File: src/rtl/fpsqrt_operand_front.sv
// Front end of the binary32 square-root unit: accepts and classifies an operand,
// prepares the core's radicand and exponent, bypasses special values and guards the core with a watchdog.
module fpsqrt_operand_front #(
  parameter int TIMEOUT = 63,
  parameter int CNT_W   = 6
) (
  input  logic        clk,
  input  logic        rst_n,
  input  logic        in_valid,
  output logic        in_ready,
  input  logic [31:0] in_data,
  output logic        start,
  output logic        negative,
  output logic [24:0] op_mant,
  output logic [7:0]  op_exp,
  input  logic        core_done,
  input  logic [31:0] core_result,
  output logic        out_valid,
  input  logic        out_ready,
  output logic [31:0] out_data,
  output logic        invalid,
  output logic        timeout,
  output logic        busy
);

  localparam logic [31:0] QNAN = 32'h7FC0_0000;
  localparam logic [31:0] PINF = 32'h7F80_0000;

  typedef enum logic [1:0] {S_IDLE, S_DISPATCH, S_WAIT, S_RESULT} state_t;

  state_t             r_state;
  logic               r_in_ready;
  logic               r_start;
  logic               r_negative;
  logic [24:0]        r_op_mant;
  logic [7:0]         r_op_exp;
  logic               r_out_valid;
  logic [31:0]        r_out_data;
  logic               r_invalid;
  logic               r_timeout;
  logic               r_busy;
  logic [CNT_W-1:0]   r_wd;
  logic               r_special;
  logic [31:0]        r_spec_data;
  logic               r_spec_inv;

  logic               w_sign;
  logic [7:0]         w_exp;
  logic [22:0]        w_frac;
  logic [8:0]         w_exp_sum;
  logic [24:0]        w_mant_base;
  logic               w_special;
  logic [31:0]        w_spec_data;
  logic               w_spec_inv;

  assign w_sign      = in_data[31];
  assign w_exp       = in_data[30:23];
  assign w_frac      = in_data[22:0];
  assign w_exp_sum   = {1'b0, w_exp} + 9'd127;
  assign w_mant_base = {1'b0, 1'b1, w_frac};

  // Classification order matters: zeros/denormals first (keep sign), then NaN, +inf, negatives.
  always_comb begin
    w_special   = 1'b1;
    w_spec_data = 32'h0;
    w_spec_inv  = 1'b0;
    if (w_exp == 8'h00) begin
      w_spec_data = {w_sign, 31'b0};
    end else if (w_exp == 8'hFF && w_frac != 23'h0) begin
      w_spec_data = QNAN;
    end else if (w_exp == 8'hFF && !w_sign) begin
      w_spec_data = PINF;
    end else if (w_sign) begin
      w_spec_data = QNAN;
      w_spec_inv  = 1'b1;
    end else begin
      w_special   = 1'b0;
    end
  end

  always_ff @(posedge clk) begin
    if (!rst_n) begin
      r_state     <= S_IDLE;
      r_in_ready  <= 1'b1;
      r_start     <= 1'b0;
      r_negative  <= 1'b0;
      r_op_mant   <= '0;
      r_op_exp    <= '0;
      r_out_valid <= 1'b0;
      r_out_data  <= '0;
      r_invalid   <= 1'b0;
      r_timeout   <= 1'b0;
      r_busy      <= 1'b0;
      r_wd        <= '0;
      r_special   <= 1'b0;
      r_spec_data <= '0;
      r_spec_inv  <= 1'b0;
    end else begin
      case (r_state)
        S_IDLE: begin
          if (in_valid) begin
            r_state     <= S_DISPATCH;
            r_in_ready  <= 1'b0;
            r_busy      <= 1'b1;
            r_start     <= !w_special;
            r_negative  <= w_sign;
            r_op_exp    <= w_exp_sum[8:1];
            // Even biased exponent means an odd unbiased one: pre-shift so the core sees an even exponent.
            r_op_mant   <= w_exp[0] ? w_mant_base : (w_mant_base << 1);
            r_special   <= w_special;
            r_spec_data <= w_spec_data;
            r_spec_inv  <= w_spec_inv;
          end
        end
        S_DISPATCH: begin
          r_start <= 1'b0;
          if (r_special) begin
            r_out_data  <= r_spec_data;
            r_invalid   <= r_spec_inv;
            r_out_valid <= 1'b1;
            r_state     <= S_RESULT;
          end else begin
            r_wd    <= '0;
            r_state <= S_WAIT;
          end
        end
        S_WAIT: begin
          if (core_done) begin
            r_out_data  <= core_result;
            r_out_valid <= 1'b1;
            r_state     <= S_RESULT;
          end else if (r_wd == CNT_W'(TIMEOUT)) begin
            r_out_data  <= QNAN;
            r_timeout   <= 1'b1;
            r_out_valid <= 1'b1;
            r_state     <= S_RESULT;
          end else begin
            r_wd <= r_wd + 1'b1;
          end
        end
        S_RESULT: begin
          if (out_ready) begin
            r_out_valid <= 1'b0;
            r_invalid   <= 1'b0;
            r_timeout   <= 1'b0;
            r_negative  <= 1'b0;
            r_busy      <= 1'b0;
            r_in_ready  <= 1'b1;
            r_state     <= S_IDLE;
          end
        end
        default: r_state <= S_IDLE;
      endcase
    end
  end

  assign in_ready  = r_in_ready;
  assign start     = r_start;
  assign negative  = r_negative;
  assign op_mant   = r_op_mant;
  assign op_exp    = r_op_exp;
  assign out_valid = r_out_valid;
  assign out_data  = r_out_data;
  assign invalid   = r_invalid;
  assign timeout   = r_timeout;
  assign busy      = r_busy;

endmodule
File: config.mk
export PLATFORM = sky130hd
export DESIGN_NAME = fpsqrt_operand_front
export DESIGN_NICKNAME = d
export VERILOG_FILES = /design/src/rtl/fpsqrt_operand_front.sv
export SDC_FILE = /design/constraint.sdc
export NUM_CORES = 1
export LEC_CHECK = 0
export CAP_MARGIN = 20
export CORE_MARGIN = 1
export CORE_UTILIZATION = 46
export CTS_CLUSTER_DIAMETER = 50
export DETAILED_ROUTE_END_ITERATION = 10
export PLACE_DENSITY = 0.82
export SYNTH_ARGS = -nofsm -noshare
export SYNTH_HDL_FRONTEND = slang
export SYNTH_SLANG_ARGS = --single-unit
export TNS_END_PERCENT = 100
File: constraint.sdc
create_clock -name clk -period 6.1 [get_ports clk]
set_clock_uncertainty 0.05 [all_clocks]
set_input_delay 0.61 -clock clk [delete_from_list [all_inputs] [get_ports clk]]
set_output_delay 0.61 -clock clk [all_outputs]
set_load 0.01 [all_outputs]
# Word-level counts from Yosys, hierarchy flattened
# Index checks and enable logic that the tools add are counted.
# totals
ff_bits	114
out_inout_bits	72
elab_cells	96
# classes
add_sub_neg	2
n_eq_ne	13
n_mux	44
n_reduce_logical	22
# op_table
operator	n
32-bit 2-to-1 mux	4
31-bit 2-to-1 mux	3
32-bit case mux with 2 select lines	1
25-bit 2-to-1 mux	1
23-bit nonzero test	1
1-bit 2-to-1 mux	19
6-bit 2-to-1 mux	3
2-bit != test, second input constant	7
1-bit case mux with 2 select lines	6
6-bit case mux with 2 select lines	1
3-bit AND reduction	4
4-bit AND reduction	3
2-bit nonzero test	5
8-bit by 7-bit adder with 9-bit output, second input constant	1
8-bit equality test, second input constant	1
8-bit logical NOT	1
2-bit 2-to-1 mux	4
2-bit case mux with 4 select lines	1
6-bit by 1-bit adder with 6-bit output, second input constant	1
6-bit equality test, second input constant	1
2-bit equality test, second input constant	2
2-bit AND reduction	2
3-bit != test, second input constant	1
1-bit case mux with 3 select lines	1
5 further kinds	7

# Logic depth before layout (Yosys ltp)
# Gate-level depths: netlist of run 1.
# depth
word_depth	8
mapped_depth	8
mapped_depth_nobuf	6

# Least setup slack after synthesis of run 1
# Ideal clock, no wire load.
# synth_timing
path_kind	in2reg
startpoint	input in_data[23]
endpoint	register r_start, in the netlist start
setup_ns	0.086
t_arrival_ns	2.249
required_time_ns	5.964
slack_ns	3.714
cell_stages	8
path_cell_list	buf_2 buf_2 inv_1 ha_1 nor4b_1 a21oi_2 or3b_1 a221oi_2
# synth_between
elab_chain_len	8
word_cells_on_any_way	10
# synth_rtl
element	line	text
from (decl)	11	input logic [31:0] in_data,
8-bit equality test	69, 71	
1-bit logical AND	71	end else if (w_exp == 8'hFF && !w_sign) begin
1-bit 2-to-1 mux	71	
1-bit 2-to-1 mux	69	end else if (w_exp == 8'hFF && w_frac != 23'h0) begin
1-bit 2-to-1 mux *	67	if (w_exp == 8'h00) begin
1-bit logical NOT *	105	r_start <= !w_special;
1-bit 2-to-1 mux *	101	if (in_valid) begin
1-bit case mux with 2 select lines *	99	case (r_state)
to (signal assigned)	105	
to (decl)	33	logic r_start;
# Mark *: on every way between the ends. The rest lies on a longest branch, timed or not. The select of a mux whose other input is x is not followed.
# A chain may end at the register's enable or synchronous reset.

# Final worst setup path of run 1
# Ends and elaborated chain as after synthesis.

==> results of run 1 <==
-- area by class of cell --
cell class                 instances  area, um^2
fill                             639        2640
multi-input combinational        323        2050
sequential                        85        1700
timing repair buffer             146        1470
clock buffer                      10         138
tap                              105         131
clock inverter                     6        86.3
inverter                          10        37.5
-- worst min path at each step --
stage / endpoint / slack, ns / start / cells past startpoint
after floorplan: r_spec_data[30] / 0.39 / r_spec_data[30] / 2
after global placement: op_mant[0] / 0.39 / op_mant[0] / 2
after detailed placement: out_data[22] / 0.40 / out_data[22] / 2
after CTS: out_data[22] / 0.41 / out_data[22] / 2
after global routing: out_data[19] / 0.43 / out_data[19] / 2
final: out_data[29] / 0.41 / out_data[29] / 2
-- critical path, delay by kind of cell --
family | cells | cell delay [ns]
simple gates | 2 | 0.60
buf+inv | 3 | 0.92
compound gates | 2 | 0.46
fa+ha+maj | 1 | 0.23
-- synth_stat cells, types with 2 or more instances --
| master | number |
|---|---|
| a221oi_1 | 2 |
| buf_2 | 11 |
| nor3_1 | 2 |
| clkbuf_1 | 14 |
| o22ai_1 | 2 |
| nand2b_1 | 6 |
| o21ai_0 | 23 |
| o2111ai_1 | 2 |
| dfxtp_1 | 85 |
| inv_1 | 9 |
| a21oi_1 | 17 |
| buf_1 | 3 |
| nand4_1 | 4 |
| buf_4 | 3 |
| nor2_1 | 41 |
| mux2i_1 | 55 |
| ha_1 | 7 |
| a31oi_1 | 4 |
| o211ai_1 | 3 |
| a211oi_1 | 29 |
| and2_1 | 4 |
| xnor2_1 | 2 |
| o41ai_1 | 3 |
| nor4_1 | 7 |
| nor2b_1 | 2 |
| o211a_1 | 2 |
| nand3_1 | 12 |
| nand2_1 | 73 |
-- sequential cells by signal, summed over array words and instances (netlist names), 2 cells and up --
name / flops
op_exp: 8
r_state: 2
out_data: 32
op_mant: 25
r_spec_data: 3
r_wd: 6
-- cell families after synthesis --
kind of cell             Yosys count
adder cells (fa/ha/maj)            7
buffers and inverters             41
AND/OR/NAND/NOR                  162
AO/OA/AOI/OAI                     96
flip-flops                        85
XOR/XNOR                           3
multiplexers                      55
-- metrics by stage --
stage / total power, mW / hold slack [ns] / utilization / area (um^2)
global route: 2.07 / 0.431 / 0.680 / 5620
CTS: 1.94 / 0.411 / 0.676 / 5580
global placement: 1.48 / 0.391 / 0.648 / 5360
detailed placement: 1.50 / 0.397 / 0.648 / 5360
floorplan: 1.20 / 0.387 / - / 3930
finish: 1.95 / 0.409 / 0.680 / 5620
-- metal layers --
| layer | up-vias | part of all wire |
|---|---|---|
| met1 | 1715 | 0.45 |
| met4 | 0 | 0.012 |
| met5 | - | 0 |
| li1 | 1851 | - |
| met3 | 15 | 0.090 |
| met2 | 144 | 0.44 |
-- cell usage in the layout (no fill, tap or decap), types with 3 or more instances in the layout --
| cell type | n |
|---|---|
| clkdlybuf4s50_1 | 140 |
| dfxtp_1 | 85 |
| nand2_1 | 73 |
| mux2i_1 | 55 |
| nor2_1 | 41 |
| a211oi_1 | 29 |
| o21ai_0 | 23 |
| a21oi_1 | 17 |
| nand3_1 | 12 |
| clkbuf_8 | 10 |
| inv_1 | 9 |
| nor4_1 | 7 |
| ha_1 | 7 |
| nand2b_1 | 6 |
| nand4_1 | 4 |
| a31oi_1 | 4 |
| buf_4 | 4 |
| and2_1 | 3 |
| o41ai_1 | 3 |
| o211ai_1 | 3 |
-- power by group through the flow --
stage | Clock (mW) | Combinational, mW | Sequential [mW]
floorplan | 0 | 0.438 | 0.762
global placement | 0 | 0.751 | 0.727
detailed placement | 0 | 0.769 | 0.731
CTS | 0.451 | 0.772 | 0.720
global route | 0.476 | 0.858 | 0.733
finish | 0.442 | 0.791 | 0.720
==> flow_metrics.env, run 1 <==
export IMPL_critPathMaxFanout=28
export IMPL_relSlewSlack=0.617
export IMPL_r2r_end="r_wd[5]"
export IMPL_cts_buffers=9
export IMPL_path_clk_slew_ns=0.08
export IMPL_dieArea_mm2=0.00892
export IMPL_insertedDiodeCount=0
export IMPL_grt_pass1_vias=3466
export IMPL_vias_per_cell=5.44
export IMPL_worstSetupPathType="input pin to flip-flop"
export IMPL_status="finished, final reports clean"
export IMPL_critical_path_slowest_cell="clkdlybuf4s50_1"
export IMPL_grt_total_usage=0.221
export IMPL_synth_xor_area_frac=0.00668
export IMPL_hpwl_um=7240
export IMPL_cts_sinks=85
export IMPL_final_nets=651
export IMPL_finalMaxSlewViolations=0
export IMPL_synth_async_sr_flop_share=0
export IMPL_first_iter_violations=201
export IMPL_io_pins=141
export IMPL_reg2reg_slack_ns=3.78
export IMPL_clockBufferDepth=2
export IMPL_final_cells=685
export IMPL_synth_nets=525
export IMPL_clkPwrFrac=0.226
export IMPL_wl_per_cell_um=15.0
export IMPL_pwr_density_cell_mw_per_mm2=348
export IMPL_worstRegToRegCells=6
export IMPL_intPower_mw=1.28
export IMPL_synth_area_per_cell_um2=8.76
export IMPL_net_switching_power_mw=0.672
export IMPL_cts_repair_resized=0
export IMPL_gr_usage_met3=0.0692
export IMPL_finalWorstSetupSlack_ns=3.49
export IMPL_rows=33
export IMPL_cp_start_kind="input pin"
export IMPL_yosysUniqueCellTypes=50
export IMPL_synth_top_family_by_area="simple AND/OR/NAND/NOR gates"
export IMPL_initial_core_util=0.476
export IMPL_via_count=3725
export IMPL_drc=0
export IMPL_met2_usage=0.364
export IMPL_placedCellCount=667
export IMPL_grt_met1_usage=0.275
export IMPL_ir_drop_v=0.000297
export IMPL_power_share_switching=0.344
export IMPL_grt_pass1_wl_um=15800
export IMPL_power_leakage_nw=2.00
export IMPL_hold_buffers=0
export IMPL_syn_inst=449
export IMPL_tns_ns=0
export IMPL_tightest_slew_ns=0.566
export IMPL_clock_root_buffer="clkbuf_8"
export IMPL_endpoint="start"
export IMPL_ys_warn_count=0
export IMPL_synth_top_area_frac=0.433
export IMPL_hp_class="flip-flop to flip-flop"
export IMPL_grt_max_degree=67
export IMPL_place_ws_ns=3.16
export IMPL_combinationalPowerShare=0.405
export IMPL_ctsHtreeMaxLevel=3
export IMPL_totalWireLength_um=10300
export IMPL_synth_area_leaders="dfxtp_1 43%, mux2i_1 14%, nand2_1 7.0%, a211oi_1 5.5%, nor2_1 3.9%"
export IMPL_die_h_um=94.5
export IMPL_max_stage_delay_ns=0.46
export IMPL_antenna_found_initial=0
export IMPL_cap_viol_max_count=0
export IMPL_critPathCaptureType="flip-flop"
export IMPL_core_mm2=0.00826
export IMPL_yosys_area_top_type="dfxtp_1"
export IMPL_syn_area_mm2=0.00393
export IMPL_setup_viol=0
export IMPL_rsz0062_at_grt="false"
export IMPL_ys_seq_elements=85
export IMPL_period_share=0.428
export IMPL_yosys_area_share_simple=0.187
export IMPL_arrival_ns=2.81
export IMPL_postRouteAntennaNets=0
export IMPL_synth_compound_area_frac=0.166
export IMPL_synthAdderAreaFrac=0.0223
export IMPL_cts_setup_buffers=0
export IMPL_fmax_mhz=383
export IMPL_fin_crit_ns=2.61
export IMPL_place_gp_congestion=0.878
export IMPL_startpoint="in_data[23]"
export IMPL_clk_latency_ns=0.34
export IMPL_synthMuxAreaShare=0.140
export IMPL_p_seq_frac=0.369
export IMPL_required_ns=6.30
export IMPL_drive_gt1_frac=0.0517
export IMPL_synth_edff_count=0
export IMPL_yosysSeqAreaShare=0.433
export IMPL_timing_rr_start="r_state[0]"
export IMPL_dieWidth_um=94.5
export IMPL_synthFlopType="dfxtp_1"
export IMPL_busiest_layer="met2"
export IMPL_cts_tree="yes"
export IMPL_portBuffers=140
export IMPL_overflow=0
export IMPL_first_pass_iters=4
export IMPL_area_growth_pct=42.9
export IMPL_path_cells="clkdlybuf4s50_1 > buf_4 > inv_1 > ha_1 > nor4b_1 > a21oi_2 > or3b_1 > a221oi_2"
export IMPL_finalHoldViolations=0
Note: power is estimated with default switching activity, not from simulation.
==> run 2, diff against run 1 <==
CORE_UTILIZATION = 41   (was 46)
PLACE_DENSITY = 0.77   (was 0.82)
clock period = 2.2 ns   (was 6.1 ns; I/O delays follow)
==> flow_metrics.env, run 2 (synthesis results as in run 1) <==
export IMPL_wl_per_cell_um=14.4
export IMPL_cts_sinks=85
export IMPL_dieWidth_um=99.9
export IMPL_clockBufferDepth=2
export IMPL_power_leakage_nw=2.06
export IMPL_hpwl_um=7680
export IMPL_ir_drop_v=0.000472
export IMPL_drive_gt1_frac=0.0824
export IMPL_layout_common_cells="140 x clkdlybuf4s50_1, 82 x dfxtp_1, 73 x nand2_1"
export IMPL_arrival_ns=2.05
export IMPL_met2_usage=0.353
export IMPL_finalHoldViolations=0
export IMPL_power_share_switching=0.353
export IMPL_cp_start_kind="flip-flop"
export IMPL_layout_commonest_cell="clkdlybuf4s50_1"
export IMPL_placedCellCount=707
export IMPL_hp_class="input pin to flip-flop"
export IMPL_busiest_layer="met2"
export IMPL_tightest_slew_ns=0.513
export IMPL_grt_met1_usage=0.265
export IMPL_die_h_um=99.9
export IMPL_totalWireLength_um=10400
export IMPL_dieArea_mm2=0.00999
export IMPL_net_switching_power_mw=1.89
export IMPL_rsz0062_at_grt="false"
export IMPL_vias_per_cell=5.22
export IMPL_io_pins=141
export IMPL_holdWs_ns=0.378
export IMPL_p_seq_frac=0.372
export IMPL_clk_latency_ns=0.33
export IMPL_clock_root_buffer="clkbuf_8"
export IMPL_postRouteAntennaNets=0
export IMPL_relSlewSlack=0.653
export IMPL_cap_viol_max_count=0
export IMPL_via_count=3781
export IMPL_gr_usage_met3=0.0425
export IMPL_cts_setup_buffers=0
export IMPL_first_iter_violations=142
export IMPL_combinationalPowerShare=0.433
export IMPL_worstSetupPathType="flip-flop to flip-flop"
export IMPL_grt_pass1_vias=3536
export IMPL_overflow=0
export IMPL_final_nets=666
export IMPL_initial_core_util=0.424
export IMPL_path_clk_slew_ns=0.09
export IMPL_pwr_density_cell_mw_per_mm2=933
export IMPL_core_mm2=0.00928
export IMPL_finalMaxSlewViolations=0
export IMPL_p_total_mw=5.37
export IMPL_place_gp_congestion=0.858
export IMPL_grt_total_usage=0.208
export IMPL_ctsHtreeMaxLevel=3
export IMPL_area_growth_pct=46.2
export IMPL_fin_crit_ns=1.86
export IMPL_grt_pass1_wl_um=16900
export IMPL_largest_register_ffs=32
export IMPL_fillers=810
export IMPL_period_share=0.844
export IMPL_clkPwrFrac=0.195
export IMPL_drc=0
export IMPL_first_pass_iters=4
export IMPL_critPathMaxFanout=33
export IMPL_final_cells=724
export IMPL_portBuffers=140
export IMPL_required_ns=2.40
export IMPL_antenna_found_initial=0
export IMPL_intPower_mw=3.47
export IMPL_grt_max_degree=34
export IMPL_critPathCaptureType="flip-flop"
export IMPL_cts_tree="yes"
export IMPL_cts_buffers=9
export IMPL_insertedDiodeCount=0
export IMPL_fmax_mhz=538
export IMPL_setup_viol=0
export IMPL_status="finished, final reports clean"
export IMPL_rows=35
-- run 2: metrics by stage --
step / setup TNS [ns] / instance area (um^2) / setup slack, ns / util
2_1_floorplan: 0 / 3930 / 0.204 / -
3_3_place_gp: -0.0148 / 5530 / -0.0148 / 0.596
3_5_place_dp: -0.888 / 5530 / -0.0623 / 0.596
4_1_cts: 0 / 5730 / 0.00921 / 0.617
5_1_grt: 0 / 5750 / 0.133 / 0.619
6_report: 0 / 5750 / 0.342 / 0.619
-- run 2: timing repair --
action                     in CTS  in global routing
gates resized for setup         4                  0
setup endpoints to repair      15                  0
hold buffers                    0                  0
-- run 2: layout make-up --
| type | instances | area [um^2] | share of cell area |
|---|---|---|---|
| sequential | 85 | 1710 | 0.297 |
| multi-input combinational | 323 | 2060 | 0.357 |
| inverter | 10 | 37.5 | 0.00653 |
| tap | 129 | 161 | 0.0281 |
| clock inverter | 5 | 42.5 | 0.00740 |
| timing repair buffer | 161 | 1600 | 0.278 |
| clock buffer | 11 | 151 | 0.0263 |
-- run 2: final timing paths --
| check | from | to | slack [ns] | depth (start not counted) |
|---|---|---|---|---|
| hold reg to reg | out_data[25] | out_data[25] | 0.41 | 2 |
| setup reg to reg | r_state[0] | op_mant[6] | 0.34 | 6 |
| hold / removal | core_result[5] | out_data[5] | 0.38 | 3 |
| setup / recovery | r_state[0] | op_mant[6] | 0.34 | 6 |
-- run 2: power by group through the flow --
stage / Clock, mW / Sequential [mW] / Combinational, mW
after floorplan: 0 / 2.11 / 1.21
after global placement: 0 / 2.01 / 2.24
after detailed placement: 0 / 2.02 / 2.30
after CTS: 1.09 / 2.00 / 2.31
after global routing: 1.15 / 2.03 / 2.53
final: 1.05 / 1.99 / 2.32
-- run 2: per-layer routing --
metal	share of wire	wire length, um
met1	0.46	4760
met2	0.47	4940
met3	0.058	605
met4	0.010	104
met5	0	0
-- run 2: critical path: stages, from the launching register on --
cell,delay (ns)
dfxtp_1,0.32
inv_1,0.10
ha_1,0.39
and2_2,0.42
buf_12,0.22
nor2_1,0.06
a211oi_1,0.20
==> run 3, diff against run 2 <==
CORE_UTILIZATION = 45   (was 41)
PLACE_DENSITY = 0.8   (was 0.77)
clock period = 1.8 ns   (was 2.2 ns; I/O delays follow)
==> flow_metrics.env, run 3 (synthesis results as in run 1) <==
export IMPL_status="finished, final reports clean"
export IMPL_cap_viol_max_count=0
export IMPL_hold_buffers=0
export IMPL_clock_root_buffer="clkbuf_8"
export IMPL_first_iter_violations=171
export IMPL_via_count=3840
export IMPL_grt_max_degree=60
export IMPL_fin_crit_ns=1.77
export IMPL_finalMaxSlewViolations=0
export IMPL_antenna_found_initial=0
export IMPL_critPathCaptureType="flip-flop"
export IMPL_combinationalPowerShare=0.434
export IMPL_finalHoldViolations=0
export IMPL_portBuffers=140
export IMPL_path_cells="inv_1 > ha_2 > buf_4 > o211ai_1 > or3_1 > a221oi_1"
export IMPL_rows=33
export IMPL_grt_total_usage=0.236
export IMPL_largest_register_ffs=32
export IMPL_power_leakage_nw=2.12
export IMPL_hpwl_um=7820
export IMPL_dieWidth_um=95.5
export IMPL_required_ns=2.00
export IMPL_reg2reg_slack_ns=0.03
export IMPL_tns_ns=0
export IMPL_worstSetupPathType="flip-flop to flip-flop"
export IMPL_drc=0
export IMPL_power_share_switching=0.341
export IMPL_layout_commonest_cell="clkdlybuf4s50_1"
export IMPL_rsz0062_at_grt="true"
export IMPL_path_clk_slew_ns=0.09
export IMPL_period_share=0.985
export IMPL_design_area_mm2=0.00584
export IMPL_arrival_ns=1.97
export IMPL_startpoint="r_state[0]"
export IMPL_p_seq_frac=0.354
export IMPL_insertedDiodeCount=0
export IMPL_final_nets=676
export IMPL_critPathMaxFanout=10
export IMPL_cp_start_kind="flip-flop"
export IMPL_die_h_um=95.5
export IMPL_ir_drop_v=0.000613
export IMPL_max_stage_delay_ns=0.37
export IMPL_wl_per_cell_um=15.6
export IMPL_cp_num_buf_inv=2
export IMPL_p_total_mw=6.92
export IMPL_postRouteAntennaNets=0
export IMPL_grt_pass1_wl_um=16700
export IMPL_totalWireLength_um=11100
export IMPL_place_gp_congestion=0.876
export IMPL_clkPwrFrac=0.213
export IMPL_tightest_slew_ns=0.588
export IMPL_path_delay_family="compound AO/OA/AOI/OAI gates"
export IMPL_ctsHtreeMaxLevel=3
export IMPL_core_mm2=0.00834
export IMPL_io_pins=141
export IMPL_net_switching_power_mw=2.36
export IMPL_clk_latency_ns=0.34
export IMPL_pwr_density_cell_mw_per_mm2=1190
export IMPL_initial_core_util=0.471
export IMPL_intPower_mw=4.57
export IMPL_final_cells=709
export IMPL_overflow=0
export IMPL_clockBufferDepth=2
export IMPL_relSlewSlack=0.602
export IMPL_hold_start="rst_n"
export IMPL_critical_path_slowest_cell="or3_1"
export IMPL_cts_buffers=9
export IMPL_cts_setup_buffers=0
export IMPL_fillers=665
export IMPL_drive_gt1_frac=0.101
export IMPL_placedCellCount=693
export IMPL_grt_pass1_vias=3681
export IMPL_cts_sinks=85
export IMPL_vias_per_cell=5.42
export IMPL_fmax_mhz=564
export IMPL_dieArea_mm2=0.00912
export IMPL_setup_viol=0
export IMPL_dpl_instance_area_mm2=0.00558
export IMPL_cts_tree="yes"
export IMPL_first_pass_iters=4
export IMPL_place_ws_ns=-0.226
export IMPL_hp_class="input pin to flip-flop"
export IMPL_area_growth_pct=48.6
export IMPL_layout_common_cells="139 x clkdlybuf4s50_1, 83 x dfxtp_1, 73 x nand2_1"
export IMPL_finalWorstSetupSlack_ns=0.0274
export IMPL_timing_rr_start="r_state[0]"
## run 3: cell types whose count changed in the layout (fill, tap and decap cells not counted), moves of 2 or more
cell,change
ha_2,+2
buf_4,+9
bufinv_16,+2
ha_1,-2
clkinv_4,-3
## run 3: area by class of cell
class                           instances  area, um^2  area share
Inverter                               10        37.5     0.00643
Multi-Input combinational cell        323        2070       0.354
Tap cell                              105         131      0.0225
Timing Repair Buffer                  171        1680       0.288
Sequential cell                        85        1700       0.292
Clock inverter                          4        72.6      0.0124
Clock buffer                           11         141      0.0242
## run 3: power groups by stage
stage	clock network, mW	registers [mW]	logic [mW]
2_1_floorplan	0	2.58	1.49
3_3_place_gp	0	2.46	2.82
3_5_place_dp	0	2.47	2.89
4_1_cts	1.50	2.44	2.92
5_1_grt	1.58	2.49	3.26
6_report	1.47	2.45	3.00
## run 3: worst register-to-register path: stages (launching register included)
cell and delay [ns]:
dfxtp_1 0.32, inv_1 0.11, ha_2 0.26, buf_4 0.18
o211ai_1 0.13, or3_1 0.37, a221oi_1 0.25
## run 3: repair_timing
item	in CTS	in global routing
gates resized for setup	2	6
cloned	0	1
pin swaps	0	1
endpoints found under the setup margin	5	35
## run 3: worst paths after layout
check | to | cells past startpoint
max | r_wd[5] | 6
min | in_ready | 3
max reg2reg | r_wd[5] | 6
min reg2reg | out_data[3] | 2
## run 3: metrics by stage
step | hold WS [ns] | util
after detailed placement | 0.398 | 0.669
final | 0.229 | 0.700
after global placement | 0.392 | 0.669
after floorplan | 0.238 | -
after global routing | 0.245 | 0.700
after CTS | 0.215 | 0.696
## run 3: routing by layer
metal	GRT usage	wire length (um)
met5	0	0
met4	0.0808	125
met3	0.0566	865
met2	0.408	5210
met1	0.285	4860
